$ cat config.mk
export PLATFORM = sky130hd
export DESIGN_NAME = dem4b_ctrl_flat
export DESIGN_NICKNAME = d
export VERILOG_FILES = /design/src/rtl/dem4b_ctrl_if.sv /design/src/rtl/dem4b_ctrl.sv /design/src/flat_wrapper.sv
export SDC_FILE = /design/constraint.sdc
export NUM_CORES = 1
export LEC_CHECK = 0
export ABC_AREA = 1
export ABC_CLOCK_PERIOD_IN_PS = 2600
export BUFFER_PORTS_ARGS = -buffer_cell sky130_fd_sc_hd__clkbuf_2
export CORE_ASPECT_RATIO = 0.9
export CORE_MARGIN = 10
export CORE_UTILIZATION = 51
export DETAILED_ROUTE_END_ITERATION = 12
export PLACE_DENSITY = 0.81
export SLEW_MARGIN = 20
export SYNTH_ARGS = -nofsm -noshare
export SYNTH_HDL_FRONTEND = slang
export SYNTH_SLANG_ARGS = --single-unit
$ cat constraint.sdc
create_clock -name clk -period 2.6 [get_ports clk]
set_input_delay 0.26 -clock clk [delete_from_list [all_inputs] [get_ports clk]]
set_output_delay 0.26 -clock clk [all_outputs]
set_load 0.01 [all_outputs]
$ cat src/rtl/dem4b_ctrl_if.sv
// Control and status bundle for the 4-bit counter sequencer.
// The master side holds the buttons and switches; the slave side is the sequencer.
interface dem4b_ctrl_if;
    logic       start;
    logic       stop;
    logic       clear;
    logic       load;
    logic [3:0] load_val;
    logic       dir;
    logic [3:0] limit;
    logic       auto_reload;
    logic [3:0] Q;
    logic       tick;
    logic       tc;
    logic       running;
    logic       done;

    modport master (
        output start, stop, clear, load, load_val, dir, limit, auto_reload,
        input  Q, tick, tc, running, done
    );

    modport slave (
        input  start, stop, clear, load, load_val, dir, limit, auto_reload,
        output Q, tick, tc, running, done
    );
endinterface

$ cat src/rtl/dem4b_ctrl.sv
// Single-clock sequencer for the 4-bit counter: a prescaler issues a one-cycle step
// enable, and a small IDLE/RUN/PAUSE/DONE machine gates stepping, loading and restarts.
module dem4b_ctrl #(
    parameter int DIV = 50000000
) (
    input  logic            clk,
    input  logic            reset,
    dem4b_ctrl_if.slave     bus
);

    localparam int PW = (DIV > 2) ? $clog2(DIV) : 1;
    localparam logic [PW-1:0] PRESC_LAST = PW'(DIV - 1);

    typedef enum logic [1:0] {
        S_IDLE  = 2'd0,
        S_RUN   = 2'd1,
        S_PAUSE = 2'd2,
        S_DONE  = 2'd3
    } state_t;

    state_t        state_q, state_d;
    logic [3:0]    q_q, q_d;
    logic [PW-1:0] presc_q, presc_d;
    logic          tick_q, tick_d;
    logic          tc_q, tc_d;
    logic          running_q, running_d;
    logic          done_q, done_d;

    logic          step;
    logic          terminal;
    logic          restart;
    logic [3:0]    start_val;
    logic [3:0]    load_clip;

    // Event decode shared by the next-state and datapath processes.
    assign start_val = bus.dir ? bus.limit : 4'd0;
    assign load_clip = (bus.load_val < bus.limit) ? bus.load_val : bus.limit;
    assign terminal  = bus.dir ? (q_q == 4'd0) : (q_q >= bus.limit);
    assign restart   = !bus.clear && !bus.load && !bus.stop && bus.start && (state_q != S_RUN);
    assign step      = !bus.clear && !bus.load && !bus.stop && (state_q == S_RUN)
                       && (presc_q == PRESC_LAST);

    // NOTE: state lives only in this block and uses non-blocking assignments so every
    // flop samples the values computed before the edge; the comb blocks use blocking.
    always_ff @(posedge clk or negedge reset) begin
        if (!reset) begin
            state_q   <= S_IDLE;
            q_q       <= 4'd0;
            presc_q   <= '0;
            tick_q    <= 1'b0;
            tc_q      <= 1'b0;
            running_q <= 1'b0;
            done_q    <= 1'b0;
        end else begin
            state_q   <= state_d;
            q_q       <= q_d;
            presc_q   <= presc_d;
            tick_q    <= tick_d;
            tc_q      <= tc_d;
            running_q <= running_d;
            done_q    <= done_d;
        end
    end

    // NOTE: every comb output gets a default first, so no path can infer a latch.
    always_comb begin
        state_d = state_q;
        if (bus.clear) begin
            state_d = S_IDLE;
        end else if (bus.load) begin
            if (state_q == S_DONE) state_d = S_IDLE;
        end else if (bus.stop) begin
            if (state_q == S_RUN) state_d = S_PAUSE;
        end else if (restart) begin
            state_d = S_RUN;
        end else if (step && terminal && !bus.auto_reload) begin
            state_d = S_DONE;
        end
    end

    always_comb begin
        q_d     = q_q;
        presc_d = presc_q;
        if (bus.clear) begin
            q_d     = 4'd0;
            presc_d = '0;
        end else if (bus.load) begin
            q_d     = load_clip;
            presc_d = '0;
        end else if (bus.stop) begin
            presc_d = presc_q;
        end else if (restart) begin
            // Resuming from PAUSE keeps the partially elapsed step period.
            if (state_q == S_DONE) q_d = start_val;
            if (state_q != S_PAUSE) presc_d = '0;
        end else if (state_q == S_RUN) begin
            if (step) begin
                presc_d = '0;
                if (!terminal) begin
                    q_d = bus.dir ? (q_q - 4'd1) : (q_q + 4'd1);
                end else if (bus.auto_reload) begin
                    q_d = start_val;
                end
            end else begin
                presc_d = presc_q + 1'b1;
            end
        end

        tick_d    = step;
        tc_d      = step && terminal;
        running_d = (state_d == S_RUN);
        done_d    = (state_d == S_DONE);
    end

    assign bus.Q       = q_q;
    assign bus.tick    = tick_q;
    assign bus.tc      = tc_q;
    assign bus.running = running_q;
    assign bus.done    = done_q;

endmodule

$ cat src/flat_wrapper.sv
// flat-port wrapper written by rule: the top's interface ports become plain ports
module dem4b_ctrl_flat 
#(
    parameter int DIV = 50000000
)
  (clk, reset, bus_start, bus_stop, bus_clear, bus_load, bus_load_val, bus_dir, bus_limit, bus_auto_reload, bus_Q, bus_tick, bus_tc, bus_running, bus_done);
  dem4b_ctrl_if bus_i ();
  input  logic clk;
  input  logic reset;
  input wire logic [$bits(bus_i.start)-1:0] bus_start;
  input wire logic [$bits(bus_i.stop)-1:0] bus_stop;
  input wire logic [$bits(bus_i.clear)-1:0] bus_clear;
  input wire logic [$bits(bus_i.load)-1:0] bus_load;
  input wire logic [$bits(bus_i.load_val)-1:0] bus_load_val;
  input wire logic [$bits(bus_i.dir)-1:0] bus_dir;
  input wire logic [$bits(bus_i.limit)-1:0] bus_limit;
  input wire logic [$bits(bus_i.auto_reload)-1:0] bus_auto_reload;
  output wire logic [$bits(bus_i.Q)-1:0] bus_Q;
  output wire logic [$bits(bus_i.tick)-1:0] bus_tick;
  output wire logic [$bits(bus_i.tc)-1:0] bus_tc;
  output wire logic [$bits(bus_i.running)-1:0] bus_running;
  output wire logic [$bits(bus_i.done)-1:0] bus_done;
  assign bus_i.start = bus_start;
  assign bus_i.stop = bus_stop;
  assign bus_i.clear = bus_clear;
  assign bus_i.load = bus_load;
  assign bus_i.load_val = bus_load_val;
  assign bus_i.dir = bus_dir;
  assign bus_i.limit = bus_limit;
  assign bus_i.auto_reload = bus_auto_reload;
  assign bus_Q = bus_i.Q;
  assign bus_tick = bus_i.tick;
  assign bus_tc = bus_i.tc;
  assign bus_running = bus_i.running;
  assign bus_done = bus_i.done;
  dem4b_ctrl #(.DIV(DIV)) u_core (.clk(clk), .reset(reset), .bus(bus_i));
endmodule
==> run metrics, run 1 <==
outcome completed; Final Core Density 0.5864; average wire per standard cell 13.02 um; TNS Setup 0 ps; initial drt markers 129; CTS root buf clkbuf_8; Die Area 8352 um2; Worst Path Required 2780 ps; # DRC 0; final setup vio count 0; largest fanout on the critical path 8; IO Port Bufs 23; fin area 2870 um2; Psw 0.3927 mW; WS Path Type flop to flop; DRT antenna net count 0; arrival time worst endpoint 2190 ps; vias in the first global route 2348; Rows 24; total power 1.283 mW; dominant synthesized flop cell dfrtp_1; CP Capture Type flop; Final #Nets 408; Vias 2382; DP HPWL 4610 um; final hold vios 0; worst hold slack 84.93 ps; max-cap violations 0; startpoint types flop; setup repair after global routing missed its margin no; Place WS 624.2 ps; Post-Route Skew 10.73 ps; P_int 0.8904 mW; max-slew violations 0; cts repair resizes 0; top-count cell post-synth nand2_1; slowest stage delay, CP 440 ps; setup bufs post-CTS 0; share of layout cells above drive strength 1 0.1522; grt total ovfl 0; fin cells 446; VDD IR max 0.0002509 V; TritonCTS buffer count 5; first-pass iteration count of the detailed router 4; ys async rst share 1.000; Placed Area 2776 um2; cell mode on critical path nand2_1; Worst Tran Pin Value 891.0 ps; FILL cells 462; CTS tree yes; post-route setup slack 586.9 ps; slowest stage cell, crit path dfrtp_1; Post-Route WL 5809 um; Reg clk slew, reported paths 80 ps; sequential area share after synthesis 0.3468; top cells by count, synth nand2_1, inv_1, nor2_1, dfrtp_1, nand3_1; Initial Util 0.5307; Syn Nets 379; Reg power frac 0.467; hold buffers post-CTS 0; Max clock buf depth 2; Synth area leader dfrtp_1; Die Height 87.71 um; first-pass GRT wire length 10450 um; Post-synth EDFFs 0; leak pwr 1.420 nW; Ys Warns 0; initial antenna violation count 0; largest net degree at the start of global routing 37; Post-Synthesis Cells 351; # placed instances 438; Tmin final 2013 ps; top cell type's share of synthesized area 0.3468; core area 4895 um2; Worst-Skew Late Latency 290 ps; diode count 0; Clock power frac 0.325; GRT Util Overall 0.1519; post-synthesis cell type count 36; routability cong. 0.9306; htree depth 2; CTS Sinks 36; Sw Share 0.3061; worst hold path class input port to asynchronous set/reset pin; combinational group share of total power 0.207; critical path, cell by cell inv_1, ha_1, inv_1, nand2_1, nand2_1, nand2_1, nand2_1, a21o_1, nand2_1, o21ai_0, o211ai_1, nand2_1, nand2_1, nand2_1; Mapped Area 2597 um2; Slew headroom 0.4060; Max Fclk 496.7 MHz; Yosys reg bits 36; period utilization 0.7743; Reg2Reg Depth 14; vias per cell 5.341; die width 95.23 um; Area contributors post-synth dfrtp_1, nand2_1, inv_1; P&R area growth vs syn 10.50%; power per standard cell area 447.0 nW/um2; syn avg cell area 7.400 um2; I/O pins 24
-- worst max-delay path: cells and delay by family (launching register included) --
kind / cells / cell delay (ps)
compound gates: 3 / 420
fa+ha+maj: 1 / 290
buf+inv: 2 / 150
flops: 1 / 440
simple gates: 8 / 590
-- registers in the layout (all words and copies together), names as in the netlist --
signal,cells
u_core.bus.Q,4
u_core.bus.done,1
u_core.bus.running,1
u_core.bus.tc,1
u_core.bus.tick,1
u_core.presc_q,26
u_core.state_q,2
-- path summary, 6_finish.rpt --
path	from	end	slack [ps]
min in group clk	bus_load_val[2]	u_core.bus.Q[2]	340
max in group asynchronous	reset	u_core.bus.Q[1]	1960
worst max register to register	u_core.bus.Q[0]	u_core.bus.Q[2]	590
worst min-delay path	reset	u_core.bus.running	80
worst max-delay path	u_core.bus.Q[0]	u_core.bus.Q[2]	590
worst min register to register	u_core.presc_q[22]	u_core.presc_q[22]	550
-- power groups by stage --
stage | clock network [mW] | registers [mW] | logic, mW
3_5_place_dp | 0 | 0.610 | 0.266
3_3_place_gp | 0 | 0.610 | 0.257
4_1_cts | 0.428 | 0.599 | 0.267
6_report | 0.418 | 0.600 | 0.266
2_1_floorplan | 0 | 0.612 | 0.179
5_1_grt | 0.453 | 0.604 | 0.306
-- cells in the final DEF, fill, tap and decap left out, types with 4 or more instances in the layout --
master	synthesis	layout
clkbuf_8	0	6
o211ai_1	7	7
nor2_2	4	4
xnor2_1	6	6
nor3_1	12	12
dfrtp_1	36	36
a21oi_1	13	13
nand2_1	78	78
nor3b_1	5	5
clkbuf_2	0	23
nand3_2	4	4
inv_1	50	50
nor2_1	42	42
ha_1	11	11
nor2_4	6	6
nand3_1	30	30
nand4_1	9	9
o21ai_0	7	7
xor2_1	5	5
-- cell type report --
| class | instances | area [um2] | area share |
|---|---|---|---|
| clock buffer | 7 | 86.33 | 0.03008 |
| timing repair buffer | 24 | 122.6 | 0.04272 |
| multi-input combinational | 259 | 1466 | 0.5109 |
| clock inverter | 1 | 7.507 | 0.002616 |
| inverter | 54 | 205.2 | 0.07149 |
| sequential | 36 | 900.9 | 0.3139 |
| tap | 65 | 81.33 | 0.02833 |
-- metal layers --
| metal | share of wire | track usage | vias up |
|---|---|---|---|
| met5 | 0 | 0 | - |
| met4 | 0.011 | 0.04348 | 0 |
| met3 | 0.053 | 0.03080 | 7 |
| met2 | 0.46 | 0.2477 | 50 |
| met1 | 0.47 | 0.1985 | 1125 |
| li1 | - | - | 1200 |
-- cells by family after synthesis --
logic type | synth area share
XOR/XNOR | 0.03709
buffers and inverters | 0.08863
flip-flops | 0.3468
AND/OR/NAND/NOR | 0.3825
adder cells (fa/ha/maj) | 0.06069
AO/OA/AOI/OAI | 0.08430
(Power assumes the default switching activity.)
==> run 2, diff against run 1 <==
- ABC_CLOCK_PERIOD_IN_PS: 2600 -> 2000
- clock period: 2.6 -> 2 ns (I/O delays scaled with it)
==> run metrics, run 2 (same netlist as run 1, synthesis figures left out) <==
critical path, cell by cell ha_1, nand3_1, nor2_4, nand3_2, nor2_4, nor2_4, nor2_4, inv_2, nand2_1, o21ai_0, o21ai_1, inv_1; arrival time worst endpoint 2030 ps (-160 ps); VDD IR max 0.0004709 V (+88%); leak pwr 1.486 nW (+4.7%); Post-Route WL 5859 um (+0.86%); Max clock buf depth 2 (unchanged); htree depth 2 (unchanged); Final #Nets 419 (+2.7%); routability cong. 0.9384 (+0.84%); vias per cell 5.210 (-2.4%); Slew headroom 0.6260 (+0.2199); Initial Util 0.5307 (unchanged); area of the multi-input gates 1481 um2 (+1.0%); I/O pins 24 (unchanged); outcome completed; Top reg by flops u_core.presc_q; final hold vios 0 (unchanged); post-route setup slack 160.7 ps (-426.1 ps); initial drt markers 224 (+74%); # DRC 0 (unchanged); average wire per standard cell 12.82 um (-1.6%); largest fanout on the critical path 6 (-2); core area 4895 um2 (unchanged); most frequent cells in the layout nand2_1, inv_1, nor2_1, dfrtp_1, nand3_1; DP HPWL 4716 um (+2.3%); TritonCTS buffer count 5 (unchanged); Tmin final 1839 ps (-173.9 ps); Rows 24 (unchanged); Die Area 8352 um2 (unchanged); Worst Path Required 2190 ps (-590 ps); FILL cells 445 (-3.7%); diode count 0 (unchanged); Max Fclk 543.7 MHz (+9.5%); IO Port Bufs 23 (unchanged); Die Height 87.71 um (unchanged); Worst Tran Pin Value 555.9 ps (-335.0 ps); worst hold path class input port to flop; WS Path Type flop to flop; initial antenna violation count 0 (unchanged); die width 95.23 um (unchanged); share of layout cells above drive strength 1 0.1786 (+0.02634); total power 1.787 mW (+39%); GRT Util Overall 0.1546 (+0.002783); first-pass iteration count of the detailed router 4 (unchanged); Post-Route Skew 9.222 ps (-1.503 ps); cell mode on critical path nor2_4; CTS tree yes; vias in the first global route 2352 (+0.17%); max-slew violations 0 (unchanged); Worst-Skew Late Latency 290 ps (about the same); slowest stage delay, CP 380 ps (-60 ps); DRT antenna net count 0 (unchanged); most common cell after layout, fill and taps aside nand2_1; Reg clk slew, reported paths 80 ps (about the same); CP top delay family simple AND/OR/NAND/NOR gates; sequential cell area 900.9 um2 (unchanged); grt total ovfl 0 (unchanged); max FFs per register 26 (unchanged); power per standard cell area 598.7 nW/um2 (+34%); CP Capture Type flop; setup repair after global routing missed its margin yes; first-pass GRT wire length 10610 um (+1.5%); Vias 2381 (-0.042%); WP buf/inv 2 (unchanged); slowest stage cell, crit path dfrtp_1; largest net degree at the start of global routing 22 (-41%); startpoint types flop; CTS Sinks 36 (unchanged); period utilization 0.9196 (+0.1454); max-cap violations 0 (unchanged); P&R area growth vs syn 14.88%; Place WS 137.3 ps (-486.8 ps); CTS root buf clkbuf_8; final setup vio count 0 (unchanged)
==> run 2: changes by cell type in the layout (fill, tap and decap cells not counted), sizes merged <==
cell / change
bufinv: +1
buf: +10
dlygate4sd3: +1
clkinvlp: -1
clkbuf: -1
clkinv: +1
==> run 2: path summary, 6_finish.rpt <==
check,to,slack (ps),depth (start not counted),startpoint
min in group asynchronous,u_core.presc_q[20],370,2,reset
setup / recovery,u_core.presc_q[15],160,12,u_core.presc_q[0]
max in group asynchronous,u_core.presc_q[16],1000,3,reset
hold reg to reg,u_core.presc_q[1],530,2,u_core.presc_q[1]
hold / removal,u_core.bus.Q[2],290,4,bus_clear
setup reg to reg,u_core.presc_q[15],160,12,u_core.presc_q[0]
==> run 2: per-stage QoR <==
stage	TNS [ps]	hold slack [ps]	utilization	cells	cell area (um2)
5_1_grt	-29.71	316.9	0.6097	457	2984
4_1_cts	0	282.6	0.6051	456	2962
3_3_place_gp	0	156.4	0.5810	447	2844
3_5_place_dp	0	158.0	0.5810	447	2844
6_report	0	290.2	0.6097	457	2984
2_1_floorplan	0	-95.59	-	351	2597
==> run 2: cell type report <==
type,instances,share of cell area
clock buffer,6,0.02432
clock inverter,2,0.01174
inverter,54,0.06876
multi-input combinational,259,0.4964
sequential,36,0.3019
tap,65,0.02725
timing repair buffer,35,0.06960
==> run 2: power breakdown <==
group          switching (mW)  total (mW)  internal (mW)  leakage [nW]
clock                   0.265       0.635          0.370        0.0552
combinational           0.235       0.384          0.149         0.935
sequential             0.0181       0.768          0.750         0.496
total                   0.518        1.79           1.27          1.49
==> run 2: what timing repair did <==
action / 4_1_cts / 5_1_grt
hold buffers: 1 / 0
resized for setup: 0 / 4
setup buffers: 0 / 1
endpoints found under the hold margin: 15 / 0
endpoints found under the setup margin: 0 / 6
==> run 2: routing by layer <==
metal / part of all wire / global-route usage
met4: 0.0092 / 0.04755
met5: 0 / 0
met2: 0.45 / 0.2334
met1: 0.48 / 0.2123
met3: 0.063 / 0.03764
==> run 2: worst register-to-register path: stages (launching register included) <==
cell     delay (ps)
dfrtp_1         380
ha_1            180
nand3_1         140
nor2_4          160
nand3_2         120
nor2_4          140
nor2_4           70
nor2_4          130
inv_2            90
nand2_1         110
o21ai_0         100
o21ai_1          90
inv_1            50
==> run 3, diff against run 2 <==
- ABC_CLOCK_PERIOD_IN_PS: 2000 -> 2140
- CORE_UTILIZATION: 51 -> 40
- HOLD_SLACK_MARGIN: unset -> 0.06
- PLACE_DENSITY: 0.81 -> 0.68
- clock period: 2 -> 2.14 ns (I/O delays scaled with it)
==> run metrics, run 3 (same netlist as run 1, synthesis figures left out) <==
htree depth 2 (unchanged); initial antenna violation count 0 (unchanged); slowest stage delay, CP 370 ps (about the same); CTS tree yes; GR met3 Demand/Resource 0.02912 (-0.008519); initial drt markers 162 (-28%); CP Capture Type flop; # DRC 0 (unchanged); DRT antenna net count 0 (unchanged); DP HPWL 4883 um (+3.5%); Max clock buf depth 2 (unchanged); largest net degree at the start of global routing 37 (+68%); TNS Setup 0 ps (unchanged); WP buf/inv 2 (unchanged); final hold vios 0 (unchanged); VDD IR max 0.0002450 V (-48%); Worst Path Required 2320 ps (+130 ps); Die Area 10120 um2 (+21%); most frequent cells in the layout nand2_1, inv_1, nor2_1, dfrtp_1, nand3_1; Initial Util 0.4179 (-0.1128); routability cong. 0.9282 (-1.1%); CTS root buf clkbuf_8; I/O pins 24 (unchanged); first-pass iteration count of the detailed router 4 (unchanged); met2 Track Usage GR 0.1995 (-0.03396); Reg clk slew, reported paths 70 ps (about the same); P&R area growth vs syn 13.39%; slowest stage cell, crit path dfrtp_1; GRT Util Overall 0.1290 (-0.02561); critical path, cell by cell ha_1, nand3_1, nor2_4, nand3_2, nor2_4, nor2_4, nor2_4, inv_2, nand2_1, o21ai_0, o21ai_1, inv_1; TritonCTS buffer count 5 (unchanged); Tmin final 1874 ps (+34.37 ps); period utilization 0.8755 (-0.04410); average wire per standard cell 12.76 um (-0.51%); CP top delay family simple AND/OR/NAND/NOR gates; largest fanout on the critical path 6 (unchanged); IO Port Bufs 23 (unchanged); Rows 27 (+13%); Placed Area 2841 um2 (about the same); core area 6216 um2 (+27%); Max Fclk 533.7 MHz (-1.8%); Slew headroom 0.6508 (+0.02481); vias in the first global route 2301 (-2.2%); diode count 0 (unchanged); max-slew violations 0 (unchanged); vias per cell 4.989 (-4.2%); # placed instances 465 (+4.0%); share of layout cells above drive strength 1 0.1680 (-0.01061); final setup vio count 0 (unchanged); worst hold path class input port to flop; max FFs per register 26 (unchanged); startpoint types flop; Final Core Density 0.4738 (-0.1358); Vias 2365 (-0.67%); GR peak layer met2; Final #Nets 415 (-0.95%); fin area 2945 um2 (-1.3%); CTS Sinks 36 (unchanged); Post-Route WL 6046 um (+3.2%); Post-Route Skew 7.463 ps (-1.759 ps); setup repair after global routing missed its margin no; Worst-Skew Late Latency 290 ps (about the same); grt total ovfl 0 (unchanged); FILL cells 646 (+45%); cell mode on critical path nor2_4; most common cell after layout, fill and taps aside nand2_1; Top reg by flops u_core.presc_q; power per standard cell area 514.5 nW/um2 (-14%); Die Height 96.45 um (+10%); outcome completed; WS Path Type flop to flop; met1 usage 0.1763 (-0.03597); first-pass GRT wire length 10760 um (+1.5%); die width 104.9 um (+10%); max-cap violations 0 (unchanged); arrival time worst endpoint 2060 ps (+30 ps); Worst Tran Pin Value 519.1 ps (-36.88 ps); leak pwr 1.451 nW (-2.4%); fin cells 474 (+3.7%)
## run 3: cell types whose count changed in the layout (fill, tap and decap cells not counted)
| cell | delta |
|---|---|
| buf_4 | -4 |
| dfrtp_2 | +1 |
| dfrtp_1 | -1 |
| nor2_4 | -1 |
| bufinv_16 | -1 |
| nor2_1 | +1 |
## run 3: worst min-delay path: cells and delay by family
| family | cells | cell delay (ps) |
|---|---|---|
| buffers and inverters | 1 | 90 |
| AO/OA/AOI/OAI | 1 | 60 |
| AND/OR/NAND/NOR | 3 | 180 |
## run 3: what timing repair did
| action | in CTS | in global routing |
|---|---|---|
| resized for setup | 0 | 3 |
| buffers inserted | 0 | 1 |
| hold buffers | 1 | 0 |
| endpoints found under the setup margin | 0 | 4 |
| endpoints found under the hold margin | 36 | 0 |
## run 3: area by class of cell
type	count	area, um2	area share
inverter	54	205.2	0.06967
multi-input combinational	259	1474	0.5004
timing repair buffer	31	177.7	0.06032
sequential	36	902.1	0.3063
clock buffer	6	72.57	0.02464
clock inverter	1	5.005	0.001699
tap	87	108.9	0.03696
## run 3: final timing paths
kind                              startpoint            endpoint  slack, ps  cells after the start
setup reg to reg           u_core.presc_q[0]  u_core.presc_q[15]        270                     12
setup / recovery           u_core.presc_q[0]  u_core.presc_q[15]        270                     12
max in group asynchronous              reset     u_core.bus.Q[0]       1290                      3
min in group asynchronous              reset  u_core.presc_q[21]        500                      3
hold / removal                      bus_stop  u_core.bus.running        300                      5
hold reg to reg            u_core.presc_q[8]   u_core.presc_q[8]        540                      1
## run 3: stage by stage
stage                     hold WS (ps)  setup WS (ps)  total power, mW
after floorplan                 -81.59          345.5           0.9606
after global placement           286.1          231.9            1.067
after detailed placement         286.6          197.9            1.077
after CTS                        284.3          171.4            1.541
after global routing             321.0          3.079            1.633
final                            295.6          266.3            1.515
## run 3: metal layers
layer  vias up  wire length, um
li1       1214                -
met1      1098             3052
met2        44             2674
met3         9              230
met4         0               89
met5         -                0
## run 3: report_power, final
part | switching (mW) | internal (mW)
Combinational | 0.211 | 0.130
Clock | 0.227 | 0.221
Sequential | 0.0251 | 0.702
